===== src/rtl/seq_pkg.sv =====
// Shared types and constants for the serial pattern generator and its
// companion sequence detector.
package seq_pkg;

  localparam int DEFAULT_MAX_LEN = 16;

  // Canonical stimulus for the 1011 sequence detector.
  localparam logic [3:0] SEQ_1011 = 4'b1011;

  typedef enum logic [1:0] {
    IDLE,
    SHIFT,
    GAP,
    DONE
  } gen_state_t;

endpackage


===== src/rtl/seq_bit_shifter.sv =====
// Holds the captured pattern and walks a bit index from len-1 down to 0.
// The selected bit is registered and reads 0 whenever no bit is being sent.
module seq_bit_shifter
  import seq_pkg::*;
#(
  parameter int MAX_LEN = DEFAULT_MAX_LEN,
  parameter int LEN_W   = $clog2(MAX_LEN) + 1
) (
  input  logic               clk,
  input  logic               reset,
  input  logic               load,
  input  logic               reload,
  input  logic               advance,
  input  logic [MAX_LEN-1:0] data,
  input  logic [LEN_W-1:0]   len,
  output logic               sel_bit,
  output logic               last
);

  logic [MAX_LEN-1:0] pat_q;
  logic [LEN_W-1:0]   len_q;
  logic [LEN_W-1:0]   idx_q;
  logic               bit_q;

  // Shift-based select keeps the index width independent of the vector width.
  function automatic logic pick(input logic [MAX_LEN-1:0] v, input logic [LEN_W-1:0] i);
    logic [MAX_LEN-1:0] s;
    s = v >> i;
    return s[0];
  endfunction

  always_ff @(posedge clk) begin
    if (reset) begin
      pat_q <= '0;
      len_q <= '0;
      idx_q <= '0;
      bit_q <= 1'b0;
    end else if (load) begin
      pat_q <= data;
      len_q <= len;
      idx_q <= len - LEN_W'(1);
      bit_q <= pick(data, len - LEN_W'(1));
    end else if (reload) begin
      idx_q <= len_q - LEN_W'(1);
      bit_q <= pick(pat_q, len_q - LEN_W'(1));
    end else if (advance) begin
      idx_q <= idx_q - LEN_W'(1);
      bit_q <= pick(pat_q, idx_q - LEN_W'(1));
    end else begin
      bit_q <= 1'b0;
    end
  end

  assign sel_bit = bit_q;
  assign last    = (idx_q == '0);

endmodule


===== src/rtl/seq_pattern_gen.sv =====
// Serial pattern transmitter: accepts a pattern command over valid/ready and
// emits it MSB-first, with repetitions separated by idle gaps.
module seq_pattern_gen
  import seq_pkg::*;
#(
  parameter int MAX_LEN = DEFAULT_MAX_LEN,
  parameter int LEN_W   = $clog2(MAX_LEN) + 1,
  parameter int CNT_W   = 8,
  parameter int GAP_W   = 4
) (
  input  logic               clk,
  input  logic               reset,
  // Handshake: a command transfers on a rising edge where pat_valid and
  // pat_ready are both 1; pat_ready is 1 only in IDLE, so an offered command
  // is held off (never dropped) while a previous one is in progress.
  input  logic               pat_valid,
  output logic               pat_ready,
  input  logic [MAX_LEN-1:0] pat_data,
  input  logic [LEN_W-1:0]   pat_len,
  input  logic [CNT_W-1:0]   pat_repeat,
  input  logic [GAP_W-1:0]   pat_gap,
  output logic               out_bit,
  output logic               out_valid,
  output logic               busy,
  output logic               done,
  output gen_state_t         fsm_state
);

  gen_state_t       state, state_next;
  logic [CNT_W-1:0] rep_q;
  logic [GAP_W-1:0] gap_q;
  logic [GAP_W-1:0] gap_cnt;
  logic             out_valid_q;
  logic             done_q;
  logic             load, reload, advance, last;
  logic [LEN_W-1:0] eff_len;

  assign eff_len = (pat_len > LEN_W'(MAX_LEN)) ? LEN_W'(MAX_LEN) : pat_len;

  seq_bit_shifter #(
    .MAX_LEN(MAX_LEN),
    .LEN_W  (LEN_W)
  ) u_shifter (
    .clk    (clk),
    .reset  (reset),
    .load   (load),
    .reload (reload),
    .advance(advance),
    .data   (pat_data),
    .len    (eff_len),
    .sel_bit(out_bit),
    .last   (last)
  );

  always_comb begin
    state_next = state;
    load       = 1'b0;
    reload     = 1'b0;
    advance    = 1'b0;
    case (state)
      IDLE: begin
        if (pat_valid) begin
          if (eff_len == '0) begin
            state_next = DONE;
          end else begin
            state_next = SHIFT;
            load       = 1'b1;
          end
        end
      end
      SHIFT: begin
        if (!last) begin
          advance = 1'b1;
        end else if (rep_q > CNT_W'(1)) begin
          if (gap_q != '0) state_next = GAP;
          else             reload     = 1'b1;
        end else begin
          state_next = DONE;
        end
      end
      GAP: begin
        if (gap_cnt == GAP_W'(1)) begin
          state_next = SHIFT;
          reload     = 1'b1;
        end
      end
      DONE:    state_next = IDLE;
      default: state_next = IDLE;
    endcase
  end

  always_ff @(posedge clk) begin
    if (reset) begin
      state       <= IDLE;
      rep_q       <= '0;
      gap_q       <= '0;
      gap_cnt     <= '0;
      out_valid_q <= 1'b0;
      done_q      <= 1'b0;
    end else begin
      state       <= state_next;
      out_valid_q <= (state_next == SHIFT);
      done_q      <= (state_next == DONE);
      if (state == IDLE && pat_valid) begin
        // Zero repeats is substituted here so the counter can never wrap.
        rep_q <= (pat_repeat == '0) ? CNT_W'(1) : pat_repeat;
        gap_q <= pat_gap;
      end
      if (state == SHIFT && last) rep_q <= rep_q - CNT_W'(1);
      if (state == SHIFT && state_next == GAP) gap_cnt <= gap_q;
      else if (state == GAP)                   gap_cnt <= gap_cnt - GAP_W'(1);
    end
  end

  assign pat_ready = (state == IDLE);
  assign busy      = (state != IDLE);
  assign out_valid = out_valid_q;
  assign done      = done_q;
  assign fsm_state = state;

endmodule

===== config.mk =====
export PLATFORM = sky130hd
export DESIGN_NAME = seq_pattern_gen
export DESIGN_NICKNAME = d
export VERILOG_FILES = /design/src/rtl/seq_pkg.sv /design/src/rtl/seq_bit_shifter.sv /design/src/rtl/seq_pattern_gen.sv
export SDC_FILE = /design/constraint.sdc
export NUM_CORES = 1
export LEC_CHECK = 0
export ABC_AREA = 1
export CORE_MARGIN = 3
export CORE_UTILIZATION = 40
export DETAILED_ROUTE_END_ITERATION = 8
export PLACE_DENSITY = 0.6
export RECOVER_POWER = 25
export SLEW_MARGIN = 30
export SYNTH_ARGS = -nofsm -noshare
export SYNTH_HDL_FRONTEND = slang
export SYNTH_HIERARCHICAL = 1
export SYNTH_SLANG_ARGS = --single-unit

===== constraint.sdc =====
create_clock -name clk -period 2.8 [get_ports clk]
set_input_delay 0.28 -clock clk [delete_from_list [all_inputs] [get_ports clk]]
set_output_delay 0.28 -clock clk [all_outputs]
set_load 0.05 [all_outputs]

==> results.yml, run 1 <==
layout:
  nets: 574
  multi_input_area_mm2: 0.00173
  final_area_mm2: 0.00371
  final-seq-area_um2: 941
  antenna_cells: 0
  layout-drive-gt1-share_pct: 7.94
  fillCellCount: 783
  utilization_pct: 50.1
  layout_commonest_cell: "nand2_1"
  area_growth_pct: 19.0
  final_cell_mix: "nand2_1 (89), inv_1 (81), nand3_1 (50)"
die:
  num_io_pins: 43
  placeableCoreArea_mm2: 0.00741
  start_util_pct: 42.1
  num_rows: 31
  die_h_um: 94.3
  die_area_mm2: 0.00890
  die_x_um: 94.3
placed_design:
  dp_hpwl_um: 6250
  routabilityCongestion: 0.900
  place_area_mm2: 0.00361
  dp_slack_ns: 0.306
  portBuffers: 42
clock_network:
  clk_latency_ns: 0.30
  holdBufCountCts: 0
  cts_tree: "done"
  root_buffer: "clkbuf_8"
  path_clk_slew_ns: 0.09
  clockBufferDepth: 2
  postCtsSetupRepairBufs: 0
  cts_resized: 0
  cts_buffers: 5
  clkSinkCount: 47
  htreeDepth: 2
route:
  via_count: 3160
  wl_um: 8020
  dr.first_iter.drc_count: 242
  ant_nets: 0
  drt_pass1_iterations: 5
  drc: 0
  routedWlPerCell_um: 12.8
  viasPerCell: 5.03
synth:
  ys_ff_latch: 47
  synthCells: 486
  synth_nets: 532
  ys.warnings.count: 6
  seq_area_frac_synth_pct: 30.1
  syn_area_mm2: 0.00312
  synth_cell_types: 40
  avgSynthCellArea_um2: 6.42
worst_setup_path:
  reg2reg_depth: 15
  r2r_slack_ns: 0.35
  setup.worst_path.end_class: "flip-flop"
  crit_chain: "inv_6 -> ha_1 -> nand3_1 -> inv_1 -> nand2_1 -> inv_4 -> nand3_1 -> a21boi_0 -> buf_4 -> nor2_2 -> inv_1 -> nor2_1 -> a221oi_1 -> o211ai_1 -> inv_1"
  critPathMaxFanout: 12
  critPathBufInv: 6
  timing_worst_setup_path_type: "reg2reg"
  cpPeakStageDelay_ns: 0.36
  startpoint_type: "flip-flop"
  arrival_ns: 2.69
  crit_top_cell: "inv_1"
  path_delay_family: "buffers and inverters"
  slowest_stage: "dfxtp_1"
  cp.required_ns: 3.04
  cp.depth: 15
power:
  power.density_mw_per_mm2: 682
  combPwrFrac_pct: 44.9
  leakage_nw: 1.68
  p_sw_w: 0.00105
  finalPower_w: 0.00253
  power_frac_clock_pct: 20.8
  seqPwrFrac_pct: 34.3
  intPower_w: 0.00149
  switching_share_pct: 41.3
  ir_worst_vdd_mv: 0.281
sta:
  final-max-slew-violation-count: 0
  finalHoldViolCount: 0
  timing.final.ws_setup_ns: 0.351
  worstMarginPinSlew_ns: 0.619
  relSlewSlack_pct: 58.7
  setup_tns_ns: 0
  setup_viol: 0
  clock_skew_ns: 0.00538
  fmax_ghz: 0.408
  rsz0062_at_grt: "false"
  min_period_ns: 2.45
  period_share_pct: 87.5
grt:
  grt_pass1_vias: 2767
  overflow: 0
  grt_max_degree: 27
  antenna_found_initial: 0
  grt_pass1_wl_um: 13200
  grt_use_total_pct: 18.6
run:
  maxCapViolations: 0
worst_hold_path:
  hold_depth: 2
  hold_class: "reg2reg"
status:
  status: "completed"
## sequential cells by signal, summed over array words and instances (netlist names)
register and flops:
gap_cnt 4, u_shifter/idx_q 5, u_shifter/len_q 5, rep_q 8
u_shifter/pat_q 16, fsm_state 2, done 1, out_valid 1
u_shifter/sel_bit 1, gap_q 4
## synth_stat cells (all sizes together)
library cell	instances	share of area [%]
buf	6	2.1
nand4	5	1.0
inv	89	11
a31oi	4	0.80
a21oi	41	7.2
nand3b	3	0.72
nand2	95	12
nor3	6	0.96
o21ai	44	7.1
nor2	53	7.2
a221oi	2	0.56
o211ai	5	1.2
xnor2	1	0.28
a21boi	1	0.24
dfxtp	47	30
clkbuf	7	0.84
ha	10	4.0
or2	2	0.40
a211oi	1	0.24
nor4	1	0.20
xor2	4	1.4
o22ai	5	1.0
and2	1	0.20
a311oi	1	0.28
nand3	51	8.3
bufbuf	1	0.60
## cell type report
class / count / share of cell area [%]
sequential: 47 / 25.3
timing repair buffer: 49 / 12.5
tap: 99 / 3.33
multi-input combinational: 336 / 46.4
clock buffer: 6 / 2.22
inverter: 89 / 9.20
clock inverter: 2 / 0.943
## path summary, 6_finish.rpt
check | start | endpoint
worst min register to register | gap_q[3] | gap_q[3]
worst max register to register | u_shifter/idx_q[0] | u_shifter/idx_q[1]
worst max-delay path | u_shifter/idx_q[0] | u_shifter/idx_q[1]
worst min-delay path | gap_q[3] | gap_q[3]
## power groups by stage
| stage | logic [W] | registers (W) | clock network, W |
|---|---|---|---|
| 3_5_place_dp | 0.00114 | 0.000882 | 0 |
| 6_report | 0.00114 | 0.000869 | 0.000528 |
| 3_3_place_gp | 0.00114 | 0.000883 | 0 |
| 4_1_cts | 0.00114 | 0.000867 | 0.000544 |
| 5_1_grt | 0.00129 | 0.000881 | 0.000572 |
| 2_1_floorplan | 0.000865 | 0.000887 | 0 |
## routing by layer
metal | share of wire (%) | wire, um | up-vias | GRT usage [%]
met3 | 4.5 | 360 | 7 | 3.51
met1 | 53 | 4250 | 1413 | 28.5
met5 | 0 | 0 | - | 0
met4 | 1.0 | 84 | 0 | 4.93
met2 | 41 | 3320 | 80 | 26.6
li1 | - | - | 1660 | -
## cell families (layout without fill, tap and decap cells)
family                     count (synthesis)  after routing  share of synthesized area [%]
adders and majority gates                 10             10                           4.01
xor gates and xnor gates                   5              5                           1.64
and+or+nand+nor                          217            217                           31.1
DFF                                       47             47                           30.1
AOI/OAI and AO/OA                        104            104                           18.6
buffers and inverters                    103            146                           14.5
## worst reg2reg max path, stage by stage (launching register included)
cell and delay, ns:
dfxtp_1 0.36, inv_6 0.11, ha_1 0.24, nand3_1 0.12
inv_1 0.10, nand2_1 0.18, inv_4 0.16, nand3_1 0.08
a21boi_0 0.16, buf_4 0.16, nor2_2 0.04, inv_1 0.11
nor2_1 0.07, a221oi_1 0.31, o211ai_1 0.13, inv_1 0.08
## through the flow
stage	std cells	hold slack, ns
floorplan	486	0.342
global placement	620	0.466
detailed placement	620	0.467
CTS	628	0.480
global route	628	0.508
finish	628	0.484
(Power assumes the default switching activity.)
==> run 2, diff against run 1 <==
CORE_MARGIN = unset   (was 3)
CORE_UTILIZATION = 50   (was 40)
PLACE_DENSITY = 0.73   (was 0.6)
==> run 2 against run 1 <==
- via count grew 3.4%
- wire length grew 1.7%
- sequential power shrank 0.5%
- largest cell class unchanged
- critical path type unchanged
- worst hold slack lost 0.0073 ns
- critical path depth grew 2
- total power shrank 2.4%
- cell count shrank 4.0%
- critical endpoint is now u_shifter/idx_q[3]
- clock skew is essentially flat
- die area shrank 26%
- clock-buffer cell count is the same
- non-clock buffer count is the same
==> results.yml, run 2 (synthesized netlist as in run 1, its figures left out) <==
clock_network:
  root_buffer: "clkbuf_8"
  clockBufferDepth: 2
  clkSinkCount: 47
  clk_latency_ns: 0.30
  holdBufCountCts: 0
  cts_buffers: 5
  cts_tree: "done"
  path_clk_slew_ns: 0.09
  cts_resized: 0
  htreeDepth: 2
  postCtsSetupRepairBufs: 0
layout:
  nets: 574
  antenna_cells: 0
  layout-drive-gt1-share_pct: 7.95
  largest_register_ffs: 16
  area_growth_pct: 17.2
  top_regs: "u_shifter/pat_q (16), rep_q (8)"
  regMostFlops: "u_shifter/pat_q"
  final_area_mm2: 0.00366
  final_cell_mix: "nand2_1 (89), inv_1 (81), nand3_1 (50)"
  layout_commonest_cell: "nand2_1"
  fillCellCount: 591
worst_setup_path:
  critPathMaxFanout: 12
  startpoint_type: "flip-flop"
  setup.worst_path.end_class: "flip-flop"
  cp.required_ns: 3.00
  r2r_slack_ns: 0.41
  regToRegEndpoint: "u_shifter/idx_q[3]"
  arrival_ns: 2.59
  reg2reg_depth: 17
  r2r-start: "u_shifter/idx_q[0]"
  timing_worst_setup_path_type: "reg2reg"
sta:
  setup_viol: 0
  holdWs_ns: 0.476
  timing.final.ws_setup_ns: 0.410
  fmax_ghz: 0.418
  rsz0062_at_grt: "false"
  min_period_ns: 2.39
  period_share_pct: 85.4
  worstMarginPinSlew_ns: 0.601
  finalHoldViolCount: 0
  final-max-slew-violation-count: 0
  setup_tns_ns: 0
  relSlewSlack_pct: 59.9
  clock_skew_ns: 0.00490
status:
  status: "completed"
route:
  dr.first_iter.drc_count: 333
  wl_um: 8160
  drt_pass1_iterations: 5
  drc: 0
  routedWlPerCell_um: 13.5
  ant_nets: 0
  viasPerCell: 5.42
  via_count: 3269
die:
  num_io_pins: 43
  die_h_um: 81.0
  die_area_mm2: 0.00656
  num_rows: 28
  placeableCoreArea_mm2: 0.00596
  start_util_pct: 52.4
  die_x_um: 81.0
placed_design:
  place_area_mm2: 0.00358
  portBuffers: 42
  routabilityCongestion: 0.896
  dp_slack_ns: 0.343
  dp_hpwl_um: 6260
worst_hold_path:
  holdPathEnd: "u_shifter/pat_q[1]"
  hold_class: "reg2reg"
  hold_depth: 2
  hold_start: "u_shifter/pat_q[1]"
power:
  seqPwrFrac_pct: 35.0
  ir_worst_vdd_mv: 0.444
  p_sw_w: 0.00108
  intPower_w: 0.00140
  combPwrFrac_pct: 47.8
  switching_share_pct: 43.6
  power.density_mw_per_mm2: 676
  power_frac_clock_pct: 17.2
  leakage_nw: 1.67
grt:
  overflow: 0
  grt_pass1_wl_um: 13600
  grt_pass1_vias: 2924
  grt_max_degree: 27
  antenna_found_initial: 0
  grt_use_total_pct: 26.6
run:
  maxCapViolations: 0
-- run 2: cell types whose count changed in the layout (fill, tap and decap cells not counted) --
| cell | before | now |
|---|---|---|
| buf_4 | 5 | 6 |
| bufinv_16 | 1 | 0 |
| clkbuf_1 | 2 | 1 |
| clkdlybuf4s50_1 | 38 | 37 |
| dlygate4sd3_1 | 4 | 5 |
-- run 2: worst max-delay path by stage --
stage | from | endpoint | slack (ns) | cells after the start
global route | u_shifter/idx_q[0] | u_shifter/idx_q[3] | 0.15 | 17
finish | u_shifter/idx_q[0] | u_shifter/idx_q[3] | 0.41 | 17
detailed placement | pat_len[2] | u_shifter/sel_bit | 0.34 | 12
floorplan | fsm_state[0] | u_shifter/idx_q[3] | 0.23 | 15
global placement | u_shifter/idx_q[0] | u_shifter/idx_q[1] | 0.39 | 15
CTS | u_shifter/idx_q[0] | u_shifter/idx_q[3] | 0.42 | 17
-- run 2: stage by stage --
step | total power, W | instances | utilization [%]
2_1_floorplan | 0.00175 | 486 | -
3_5_place_dp | 0.00204 | 596 | 60.1
3_3_place_gp | 0.00201 | 596 | 60.1
6_report | 0.00247 | 603 | 61.4
5_1_grt | 0.00265 | 603 | 61.4
4_1_cts | 0.00246 | 603 | 61.5
-- run 2: power by group through the flow --
stage	Sequential, W	Clock, W	Combinational, W
after floorplan	0.000887	0	0.000865
after global placement	0.000875	0	0.00114
after detailed placement	0.000879	0	0.00116
after CTS	0.000864	0.000426	0.00117
after global routing	0.000880	0.000458	0.00131
final	0.000865	0.000425	0.00118
-- run 2: final cells by class --
cell class | count | area [um2] | area share [%]
Timing Repair Buffer | 49 | 469 | 12.8
Clock inverter | 1 | 5.00 | 0.137
Clock buffer | 6 | 82.6 | 2.26
Inverter | 89 | 342 | 9.34
Tap cell | 75 | 93.8 | 2.56
Sequential cell | 47 | 941 | 25.7
Multi-Input combinational cell | 336 | 1730 | 47.2
-- run 2: per-layer routing --
| layer | GRT usage [%] | share of wire, % | up-vias |
|---|---|---|---|
| met4 | 6.25 | 0.91 | 0 |
| li1 | - | - | 1653 |
| met1 | 39.1 | 49 | 1482 |
| met2 | 39.4 | 43 | 126 |
| met3 | 5.51 | 7.6 | 8 |
| met5 | 0 | 0 | - |
-- run 2: critical path: stages, from the launching register on --
cell      delay (ns)
dfxtp_1         0.41
inv_6           0.09
ha_1            0.26
nand3_1         0.12
inv_1           0.08
nand2_2         0.15
inv_4           0.08
nand3_1         0.08
a21boi_0        0.07
buf_4           0.15
nor2_2          0.10
inv_1           0.08
nor2_2          0.15
inv_1           0.14
nand2_1         0.10
nor2_1          0.05
a21oi_1         0.12
nor2_1          0.05
